===== config.mk =====
export PLATFORM = sky130hd
export DESIGN_NAME = fft_coprocessor_npt
export DESIGN_NICKNAME = d
export VERILOG_FILES = /design/src/rtl/fft_coprocessor_npt.sv
export SDC_FILE = /design/constraint.sdc
export NUM_CORES = 2
export LEC_CHECK = 0
export CAP_MARGIN = 20
export CORE_UTILIZATION = 35
export DETAILED_ROUTE_END_ITERATION = 12
export PLACE_DENSITY = 0.47
export SETUP_SLACK_MARGIN = 0.1
export SLEW_MARGIN = 20
export SYNTH_ARGS = -nofsm -noshare
export SYNTH_HDL_FRONTEND = slang
export SYNTH_SLANG_ARGS = --single-unit

===== constraint.sdc =====
create_clock -name clk -period 10.95 [get_ports clk]
set_clock_uncertainty 0.15 [all_clocks]
set_input_delay 2.19 -clock clk [delete_from_list [all_inputs] [get_ports clk]]
set_output_delay 2.19 -clock clk [all_outputs]
set_load 0.01 [all_outputs]

===== src/rtl/fft_coprocessor_npt.sv =====
// ---------------------------------------------------------------------------
// fft_coprocessor_npt
//
// Command-driven, in-place radix-2 decimation-in-time FFT coprocessor.
// Samples are loaded into bit-reversed locations, so after a START the
// transform result sits in natural order and can be read back directly.
// A single butterfly engine walks every butterfly of every stage. Each
// butterfly takes five cycles: read x, read y and the twiddle, compute,
// write x, and write y.
//
// Compile-time option:
//   FFT_STAGE_SCALE_EN - when defined, each stage result is shifted right by
//                        one (truncating) before saturation. Across all
//                        stages this gives an overall 1/N scaling.
//
// Ports:
//   clk, rst                     clock (rising edge), synchronous active-high reset
//   cmd_valid / cmd_ready        command handshake; ready only while idle
//   cmd[2:0]                     0 NOP, 1 LOAD_SAMPLE, 2 LOAD_TWIDDLE,
//                                3 READ_SAMPLE, 4 START, 5 ABORT, others NOP
//   addr[LOG2N-1:0]              sample index or twiddle index
//   data_in_real / data_in_imag  load data (twiddles in Q1.(DATA_W-2))
//   data_out_real / data_out_imag, data_out_valid
//                                read data; valid pulses one cycle after accept
//   busy                         FFT in progress
//   done                         one-cycle pulse after the final butterfly
//   ovf                          sticky saturation flag, cleared by START
// ---------------------------------------------------------------------------
module fft_coprocessor_npt #(
    parameter int LOG2N  = 3,
    parameter int DATA_W = 16
) (
    input  logic                     clk,
    input  logic                     rst,
    input  logic                     cmd_valid,
    output logic                     cmd_ready,
    input  logic [2:0]               cmd,
    input  logic [LOG2N-1:0]         addr,
    input  logic signed [DATA_W-1:0] data_in_real,
    input  logic signed [DATA_W-1:0] data_in_imag,
    output logic signed [DATA_W-1:0] data_out_real,
    output logic signed [DATA_W-1:0] data_out_imag,
    output logic                     data_out_valid,
    output logic                     busy,
    output logic                     done,
    output logic                     ovf
);

    localparam int N      = 1 << LOG2N;
    localparam int HALF   = N / 2;
    localparam int STAGES = LOG2N;
    localparam int SW     = $clog2(STAGES);
    localparam int PRW    = 2 * DATA_W;         // raw product width
    localparam int PW     = 2 * DATA_W + 1;     // sum of two products
    localparam int TW     = DATA_W + 3;         // rounded twiddle product
    localparam int AW     = DATA_W + 4;         // butterfly sum/difference

    localparam logic [2:0] OP_LOAD_SMP = 3'b001;
    localparam logic [2:0] OP_LOAD_TW  = 3'b010;
    localparam logic [2:0] OP_READ     = 3'b011;
    localparam logic [2:0] OP_START    = 3'b100;
    localparam logic [2:0] OP_ABORT    = 3'b101;

    localparam logic [LOG2N-1:0]  ONE_N   = {{(LOG2N-1){1'b0}}, 1'b1};
    localparam logic [LOG2N-2:0]  BF_LAST = '1;
    localparam logic [SW-1:0]     ST_LAST = SW'(STAGES - 1);

    localparam logic signed [DATA_W-1:0] MAX_V = {1'b0, {(DATA_W-1){1'b1}}};
    localparam logic signed [DATA_W-1:0] MIN_V = {1'b1, {(DATA_W-1){1'b0}}};
    // Half an LSB of the Q1.(DATA_W-2) product, for round-half-up.
    localparam logic signed [PW-1:0] RND_C =
        {{(PW-DATA_W+2){1'b0}}, 1'b1, {(DATA_W-3){1'b0}}};

    typedef enum logic [2:0] {
        S_IDLE,
        S_RD_X,
        S_RD_Y,
        S_CALC,
        S_WR_0,
        S_WR_1
    } state_t;

    // ---------------------------------------------------------------------
    // Arithmetic helpers
    // ---------------------------------------------------------------------
    function automatic logic signed [TW-1:0] round_q(input logic signed [PW-1:0] v);
        logic signed [PW-1:0] r;
        r = v + RND_C;
        return TW'(r >>> (DATA_W - 2));
    endfunction

    function automatic logic signed [DATA_W-1:0] sat(input logic signed [AW-1:0] v);
        if (v > AW'(MAX_V))
            return MAX_V;
        else if (v < AW'(MIN_V))
            return MIN_V;
        else
            return DATA_W'(v);
    endfunction

    function automatic logic is_sat(input logic signed [AW-1:0] v);
        return (v > AW'(MAX_V)) || (v < AW'(MIN_V));
    endfunction

    function automatic logic [LOG2N-1:0] bitrev(input logic [LOG2N-1:0] a);
        logic [LOG2N-1:0] r;
        for (int i = 0; i < LOG2N; i++)
            r[i] = a[LOG2N-1-i];
        return r;
    endfunction

    // ---------------------------------------------------------------------
    // Storage and control state
    // ---------------------------------------------------------------------
    logic signed [DATA_W-1:0] smp_re [N];
    logic signed [DATA_W-1:0] smp_im [N];
    logic signed [DATA_W-1:0] tw_re  [HALF];
    logic signed [DATA_W-1:0] tw_im  [HALF];

    state_t state, state_nx;
    logic [SW-1:0]    stage;
    logic [LOG2N-2:0] bfly;
    logic             vld_p0;

    logic accept, abort_cmd, last_bfly;
    logic ld_smp, ld_tw, rd_cmd, start_cmd;

    assign accept    = cmd_valid && cmd_ready;
    // ABORT bypasses the handshake so it can interrupt a running transform.
    assign abort_cmd = cmd_valid && (cmd == OP_ABORT);
    assign ld_smp    = accept && (cmd == OP_LOAD_SMP);
    assign ld_tw     = accept && (cmd == OP_LOAD_TW);
    assign rd_cmd    = accept && (cmd == OP_READ);
    assign start_cmd = accept && (cmd == OP_START);
    assign last_bfly = (bfly == BF_LAST) && (stage == ST_LAST);

    // ---------------------------------------------------------------------
    // Butterfly addressing: x/y pair and twiddle index for (stage, bfly)
    // ---------------------------------------------------------------------
    logic [LOG2N-1:0] bext, span, pos, bx, by;
    logic [LOG2N-2:0] tw_k;

    always_comb begin
        bext = {1'b0, bfly};
        span = ONE_N << stage;
        pos  = bext & (span - ONE_N);
        bx   = (((bext >> stage) << stage) << 1) | pos;
        by   = bx + span;
        tw_k = pos[LOG2N-2:0] << (ST_LAST - stage);
    end

    // The single sample read port is shared by READ_SAMPLE and the engine.
    logic [LOG2N-1:0]         rd_addr;
    logic signed [DATA_W-1:0] rd_re, rd_im;

    always_comb begin
        rd_addr = addr;
        if (state == S_RD_X)
            rd_addr = bx;
        else if (state == S_RD_Y)
            rd_addr = by;
    end

    assign rd_re = smp_re[rd_addr];
    assign rd_im = smp_im[rd_addr];

    // ---------------------------------------------------------------------
    // FSM: state register / next state / outputs
    // ---------------------------------------------------------------------
    always_ff @(posedge clk) begin
        if (rst)
            state <= S_IDLE;
        else
            state <= state_nx;
    end

    always_comb begin
        state_nx = state;
        case (state)
            S_IDLE: if (start_cmd) state_nx = S_RD_X;
            S_RD_X: state_nx = S_RD_Y;
            S_RD_Y: state_nx = S_CALC;
            S_CALC: state_nx = S_WR_0;
            S_WR_0: state_nx = S_WR_1;
            S_WR_1: state_nx = last_bfly ? S_IDLE : S_RD_X;
            default: state_nx = S_IDLE;
        endcase
        if (abort_cmd && (state != S_IDLE))
            state_nx = S_IDLE;
    end

    always_comb begin
        cmd_ready = (state == S_IDLE);
        busy      = (state != S_IDLE);
    end

    assign data_out_valid = vld_p0;

    // ---------------------------------------------------------------------
    // Stage p0: operands captured in RD_X / RD_Y
    // ---------------------------------------------------------------------
    logic signed [DATA_W-1:0] x_re_p0, x_im_p0, y_re_p0, y_im_p0;
    logic signed [DATA_W-1:0] w_re_p0, w_im_p0;

    always_ff @(posedge clk) begin
        if (state == S_RD_X) begin
            x_re_p0 <= rd_re;
            x_im_p0 <= rd_im;
        end
        if (state == S_RD_Y) begin
            y_re_p0 <= rd_re;
            y_im_p0 <= rd_im;
            w_re_p0 <= tw_re[tw_k];
            w_im_p0 <= tw_im[tw_k];
        end
    end

    logic signed [PRW-1:0] p_rr, p_ii, p_ri, p_ir;
    logic signed [PW-1:0]  t_re_full, t_im_full;
    logic signed [TW-1:0]  t_re, t_im;
    logic signed [AW-1:0]  a0_re, a0_im, a1_re, a1_im;
    logic signed [AW-1:0]  s0_re, s0_im, s1_re, s1_im;
    logic                  sat_any;

    always_comb begin
        p_rr      = PRW'(y_re_p0) * PRW'(w_re_p0);
        p_ii      = PRW'(y_im_p0) * PRW'(w_im_p0);
        p_ri      = PRW'(y_re_p0) * PRW'(w_im_p0);
        p_ir      = PRW'(y_im_p0) * PRW'(w_re_p0);
        t_re_full = PW'(p_rr) - PW'(p_ii);
        t_im_full = PW'(p_ri) + PW'(p_ir);
        t_re      = round_q(t_re_full);
        t_im      = round_q(t_im_full);
        a0_re     = AW'(x_re_p0) + AW'(t_re);
        a0_im     = AW'(x_im_p0) + AW'(t_im);
        a1_re     = AW'(x_re_p0) - AW'(t_re);
        a1_im     = AW'(x_im_p0) - AW'(t_im);
`ifdef FFT_STAGE_SCALE_EN
        s0_re     = a0_re >>> 1;
        s0_im     = a0_im >>> 1;
        s1_re     = a1_re >>> 1;
        s1_im     = a1_im >>> 1;
`else
        s0_re     = a0_re;
        s0_im     = a0_im;
        s1_re     = a1_re;
        s1_im     = a1_im;
`endif
        sat_any   = is_sat(s0_re) || is_sat(s0_im) || is_sat(s1_re) || is_sat(s1_im);
    end

    // ---------------------------------------------------------------------
    // Stage p1: saturated butterfly results, written back in WR_0 / WR_1
    // ---------------------------------------------------------------------
    logic signed [DATA_W-1:0] o0_re_p1, o0_im_p1, o1_re_p1, o1_im_p1;

    always_ff @(posedge clk) begin
        if (state == S_CALC) begin
            o0_re_p1 <= sat(s0_re);
            o0_im_p1 <= sat(s0_im);
            o1_re_p1 <= sat(s1_re);
            o1_im_p1 <= sat(s1_im);
        end
    end

    // Sample and twiddle storage. Loads only happen while idle, so they
    // never collide with engine write-back.
    always_ff @(posedge clk) begin
        if (rst) begin
            for (int i = 0; i < N; i++) begin
                smp_re[i] <= '0;
                smp_im[i] <= '0;
            end
            for (int i = 0; i < HALF; i++) begin
                tw_re[i] <= '0;
                tw_im[i] <= '0;
            end
        end else begin
            if (ld_smp) begin
                smp_re[bitrev(addr)] <= data_in_real;
                smp_im[bitrev(addr)] <= data_in_imag;
            end
            if (ld_tw && !addr[LOG2N-1]) begin
                tw_re[addr[LOG2N-2:0]] <= data_in_real;
                tw_im[addr[LOG2N-2:0]] <= data_in_imag;
            end
            if (state == S_WR_0) begin
                smp_re[bx] <= o0_re_p1;
                smp_im[bx] <= o0_im_p1;
            end
            if (state == S_WR_1) begin
                smp_re[by] <= o1_re_p1;
                smp_im[by] <= o1_im_p1;
            end
        end
    end

    // Control registers: counters, status flags and read-back port.
    always_ff @(posedge clk) begin
        if (rst) begin
            stage         <= '0;
            bfly          <= '0;
            done          <= 1'b0;
            ovf           <= 1'b0;
            vld_p0        <= 1'b0;
            data_out_real <= '0;
            data_out_imag <= '0;
        end else begin
            done   <= (state == S_WR_1) && last_bfly && !abort_cmd;
            vld_p0 <= rd_cmd;
            if (rd_cmd) begin
                data_out_real <= rd_re;
                data_out_imag <= rd_im;
            end
            if (start_cmd)
                ovf <= 1'b0;
            else if ((state == S_CALC) && sat_any)
                ovf <= 1'b1;
            if (state == S_IDLE) begin
                stage <= '0;
                bfly  <= '0;
            end else if (state == S_WR_1) begin
                if (bfly == BF_LAST) begin
                    bfly  <= '0;
                    stage <= stage + 1'b1;
                end else begin
                    bfly <= bfly + 1'b1;
                end
            end
        end
    end

endmodule


* Word-level counts from Yosys, hierarchy flattened
Memory sizes are Yosys's and may differ from the RTL's. A register that Yosys moved wholly into a read port is not among the register bits.
Index checks and enable logic that the tools add are counted.
** Cells by class
- Add/sub/neg operators :: 13
- Multipliers :: 4
- Div/mod/pow operators :: 0
- $lt $le $gt $ge :: 8
- Equal/unequal tests :: 13
- Shift-type cells :: 4
- Multiplexer cells :: 48
- Bitwise gates (word level) :: 2
- Reduce and logical (&&, ||, !) cells :: 35
** Operators with widths (count)
- $mux W16 :: 12
- $mul A16 B16 Y32 :: 4
- $reduce_or A16 Y1 :: 8
- $gt A20 B16 Y1 const B :: 4
- $lt A20 B16 Y1 const B :: 4
- $add A33 B15 Y33 const B :: 2
- $add A16 B19 Y20 :: 2
- $sub A16 B19 Y20 :: 2
- $add A32 B32 Y33 :: 1
- $sub A32 B32 Y33 :: 1
- $mux W3 :: 9
- $mux W1 :: 23
- $pmux W3 S6 :: 1
- $eq A3 B2 Y1 const B :: 4
- $eq A3 B3 Y1 const B :: 4
- $logic_and A1 B1 Y1 :: 12
- $logic_or A1 B1 Y1 :: 7
- $eq A3 B1 Y1 const B :: 2
- $mux W2 :: 3
- $reduce_or A2 Y1 :: 3
- $add A2 B1 Y2 const B :: 2
- $eq A2 B2 Y1 const B :: 2
- $add A3 B3 Y3 :: 1
- $and A2 B3 Y3 :: 1
- other kinds (12) :: 13
** Storage, ports and cells
- Bits in registers :: 170
- Bits in latches :: 0
- Bits in writable memories :: 384
- Memory bits (read-only) :: 0
- Output and inout bits :: 37
- Memories :: 4
** Memory list
- smp_im :: depth 8, bits a word 16, rd ports 1, clocked after Yosys merged registers in 0, wr ports 8, line 116 : logic signed [DATA_W-1:0] smp_im [N];
- smp_re :: depth 8, bits a word 16, rd ports 1, clocked after Yosys merged registers in 0, wr ports 8, line 115 : logic signed [DATA_W-1:0] smp_re [N];
- tw_im :: depth 4, bits a word 16, rd ports 1, clocked after Yosys merged registers in 1, wr ports 4, line 118 : logic signed [DATA_W-1:0] tw_im [HALF];
- tw_re :: depth 4, bits a word 16, rd ports 1, clocked after Yosys merged registers in 1, wr ports 4, line 117 : logic signed [DATA_W-1:0] tw_re [HALF];

* Longest topological paths before layout
- Depth after elaboration :: 10
- Mapped depth :: 41

* Worst setup path before layout
OpenSTA, ideal clock, no wires.
- Path type :: reg-to-reg
- Start :: register y_im_p0[15]
- End :: register o0_re_p1[9], data pin
- Library setup time :: 0.254 ns
- Arrival :: 9.602 ns
- Setup slack :: 0.944 ns
- Cell stages (with the launch flop) :: 40
- Clock period less this slack :: 10.006 ns
- Cells stage by stage :: edfxtp_1 -> clkbuf_1 -> nand2_1 -> inv_1 -> fa_1 -> inv_1 -> fa_1 -> inv_1 -> fa_1 -> inv_1 -> fa_1 -> fa_1 -> fa_1 -> fa_1 -> inv_1 -> fa_1 -> inv_1 -> ha_1 -> [4 not listed] -> o31ai_1 -> a221o_1 -> o311a_1 -> nor2_1 -> o21bai_1 -> xor2_1 -> ha_1 -> clkbuf_1 -> nand4_1 -> nor2_1 -> a211oi_4 -> xor2_1 -> nor3b_1 -> o311a_1 -> or2_1 -> clkbuf_1 -> buf_6 -> a21o_1
** Between the ends
- Word-level cells in the longest chain between the ends :: 6
- Elaborated cells on any way between the ends :: 7
- Those cells by class :: 3 x add/sub; 1 x mul; 2 x order compare; 1 x mux
** RTL lines
- start, declared :: line 202 : logic signed [DATA_W-1:0] x_re_p0, x_im_p0, y_re_p0, y_im_p0;
- start signal, assigned :: line 212 : y_im_p0 <= rd_im;
- $mul A16 B16 Y32 * :: line 227 : p_ii = PRW'(y_im_p0) * PRW'(w_im_p0);
- $sub A32 B32 Y33 * :: line 230 : t_re_full = PW'(p_rr) - PW'(p_ii);
- $add A33 B15 Y33 * :: line 88 : r = v + RND_C;
- $add A16 B19 Y20 * :: line 234 : a0_re = AW'(x_re_p0) + AW'(t_re);
- $lt A20 B16 Y1 :: line 95 : else if (v < AW'(MIN_V))
- $mux W16 :: line 95
- end signal, assigned :: line 259 : o0_re_p1 <= sat(s0_re);
- end, declared :: line 255 : logic signed [DATA_W-1:0] o0_re_p1, o0_im_p1, o1_re_p1, o1_im_p1;
Every way passes the cells marked *; elsewhere a longest branch is shown, timed or not.
A chain may end at the register's enable or synchronous reset.

* Worst setup path in the final report
- Start :: register y_re_p0[7]
- End :: register o0_im_p1[9], data pin
** Between the ends
- Word-level cells in the longest chain between the ends :: 6
- Elaborated cells on any way between the ends :: 7
- Those cells by class :: 3 x add/sub; 1 x mul; 2 x order compare; 1 x mux
** RTL lines
- start, declared :: line 202
- start signal, assigned :: line 211 : y_re_p0 <= rd_re;
- $mul A16 B16 Y32 * :: line 228 : p_ri = PRW'(y_re_p0) * PRW'(w_im_p0);
- $add A32 B32 Y33 * :: line 231 : t_im_full = PW'(p_ri) + PW'(p_ir);
- $add A33 B15 Y33 * :: line 88
- $add A16 B19 Y20 * :: line 235 : a0_im = AW'(x_im_p0) + AW'(t_im);
- $lt A20 B16 Y1 :: line 95
- $mux W16 :: line 95
- end signal, assigned :: line 260 : o0_im_p1 <= sat(s0_im);
- end, declared :: line 255
Marked as above.

==> impl_results.md <==
- RSZ-0062 raised after global routing: yes
- Area Growth Syn to Fin: 11.4%
- Max transition margin: 20.8%
- Slowest stage cell, crit path: fa_1
- Slowest stage delay, CP: 590 ps
- Total Wirelength: 213,000 um
- DR WL/cell: 22.6 um
- Synthesized instance count: 6,774
- Worst R2R End: o0_im_p1[9]
- CP startpoint: y_re_p0[7]
- Vias per std cell: 4.94
- GP Congestion: 0.858
- Root buffer cell: clkbuf_16
- Async SR Flop Fraction: 0%
- Hold Crit Depth: 2
- Core box area: 193,000 um^2
- FF-to-FF Start: y_re_p0[7]
- Final worst path period need: 10,440 ps
- DIE HEIGHT: 443 um
- H-Tree Level Count: 3
- Row count: 161
- Crit Path Category: flip-flop to flip-flop
- Synthesis Warnings: 0
- Distinct cell type count after synthesis: 84
- Hold Path Sink: data_out_real[2]
- TritonCTS Buffers: 73
- Setup ws final: 508 ps
- Clk sinks: 586
- Hold path start: data_out_real[2]
- Most common cell in the netlist: inv_1
- Via count: 46,541
- Global route overflow: 0
- Synth area leader: fa_1
- Final TNS setup: 0 ps
- Tcrit/Tclk final: 95.4%
- Largest net degree at the start of global routing: 125
- Drt drc: 0
- Top_reg_cell synth: edfxtp_1
- Hpwl dp: 157,000 um
- Hold Buf Count CTS: 0
- Critical path arrival: 10,810 ps
- 1st-iter DRT viols: 3,441
- Setup WS pre-CTS: -470 ps
- Max_cap viols: 0
- Total Routing Usage GR: 22.3%
- CTS tree: built
- # IOs: 78
- Number of port buffers: 77
- Most common cell on crit path: fa_1
- Initial antenna violation count: 17
- Critical Path Sink Type: flip-flop
- Commonest cells in the netlist: inv_1, fa_1, nand2_1
- Final hold violations: 0
- Req. time, crit path: 11,310 ps
- Most area-consuming cells after synthesis: fa_1, edfxtp_1, inv_1
- Max Fclk: 95.8 MHz
- Post-synthesis cell area: 68,100 um^2
- Max Slew Vio Count: 0
- Share of the synthesized area in the top cell type: 34.6%
- Initial DRT Pass Iterations: 5
- Status: completed
- Flop-to-flop setup slack: 510 ps
- First-pass GRT wire length: 325,000 um
- Layout fillers: 19,165
- Layout cell share with drive strength beyond 1: 6.83%
- Die width: 443 um
- Post-synth EDFFs: 544
- Initial core utilization: 35.3%
- Die area: 196,000 um^2
- Sequential area share after synthesis: 25.2%
- Clock slew at the register clock pins of the worst setup and hold paths: 60 ps
- Post-synth net total: 8,376
- Reg2Reg Depth: 38
- Max FO, Critical Path: 15
- Layout Nets: 8,427
- Hold Path Class: flip-flop to flip-flop
- Antenna-violating nets left: 0
- Clock latency on the worst-skew pair: 700 ps
- #FFs+latches synth: 586
- # setup viols final: 0
- Vias in the first global route: 50,203
- CP Launch Type: flip-flop
- Worst-case clock buffer depth: 3
- Synthesized area per cell: 10.1 um^2
- Worst Tran Pin Value: 1190 ps
==> cell type report <==
class	instances	area, um^2	area share [%]
clock inverters	33	387	0.510
inverters	1400	5260	6.93
repair buffers	319	3150	4.16
well taps	2526	3160	4.17
multi-input cells	4445	44800	59.0
clock buffers	100	1950	2.57
diodes	8	20.0	0.0264
flip-flops and latches	586	17200	22.6
==> worst max-delay path, delay by kind of cell (launching register included) <==
kind                     cells  cell delay, ps
XOR/XNOR                     1              70
buffers and inverters       11            1450
AND/OR/NAND/NOR              5            1170
AO/OA/AOI/OAI               11            2250
adder cells (fa/ha/maj)     10            4780
flip-flops                   1             380
==> what timing repair did <==
item | 4_1_cts | 5_1_grt
setup endpoints to repair | 61 | 64
setup buffers | 7 | 13
pin swaps | 1 | 8
resized for setup | 4 | 49
gates cloned | 0 | 1
==> logic make-up (layout without fill, tap and decap cells) <==
family | count (synthesis) | count (layout) | share of synthesized area (%)
mux | 40 | 40 | 1.18
fa+ha+maj | 1561 | 1561 | 41.7
xor+xnor | 141 | 141 | 1.81
compound gates | 476 | 476 | 4.81
buf+inv | 1744 | 1852 | 9.66
other cells | 1 | 9 | 0.00550
flops | 586 | 586 | 25.2
simple gates | 2225 | 2226 | 15.7
==> sequential cells by signal, summed over array words and instances (netlist names), 64 cells and up <==
| register | flops |
|---|---|
| smp_im | 128 |
| smp_re | 128 |
| tw_im | 64 |
| tw_re | 64 |
==> stage by stage <==
stage	instance area [um^2]	cells	util, %	hold WS [ps]
after floorplan	68100	6774	-	362
after detailed placement	73100	9255	37.9	339
after global routing	75900	9411	39.3	368
after global placement	73100	9253	37.9	336
after CTS	75500	9395	39.1	348
final	75900	9417	39.3	344
==> how the worst max path moves through the flow <==
stage / cells past startpoint / slack [ps] / end
after floorplan: 39 / 940 / o0_re_p1[9]
after global placement: 38 / -400 / o1_re_p1[13]
after detailed placement: 38 / -470 / o1_re_p1[13]
after CTS: 36 / 60 / o1_re_p1[13]
after global routing: 39 / 50 / ovf
final: 38 / 510 / o0_im_p1[9]
==> layout by cell type (no fill, tap or decap), drive strengths merged, types with 33 or more instances in the layout <==
cell type      synthesis  layout
a22o                  33      33
xnor2                112     112
edfxtp               544     544
dfxtp                 42      42
nor2                 416     416
inv                 1400    1403
clkdlybuf4s50          0      76
fa                  1178    1178
a21o                  38      38
ha                   383     383
nand2                783     783
o21ai                123     123
nand2b                49      49
nor3                  56      56
a21oi                110     110
nand3                178     178
and2                 644     644
buf                   36     242
clkbuf               308     101
==> metal layers <==
metal	GRT usage (%)	up-vias	share of wire, %	wire length [um]
li1	-	20863	-	-
met1	29.7	24404	43	91800
met2	37.9	1051	49	105000
met3	3.24	221	5.0	10600
met4	5.60	2	2.8	6050
met5	0	-	0.0061	13
Power is not shown: default switching activity piles up to over one toggle a cycle in this logic, so the estimate is an artifact.
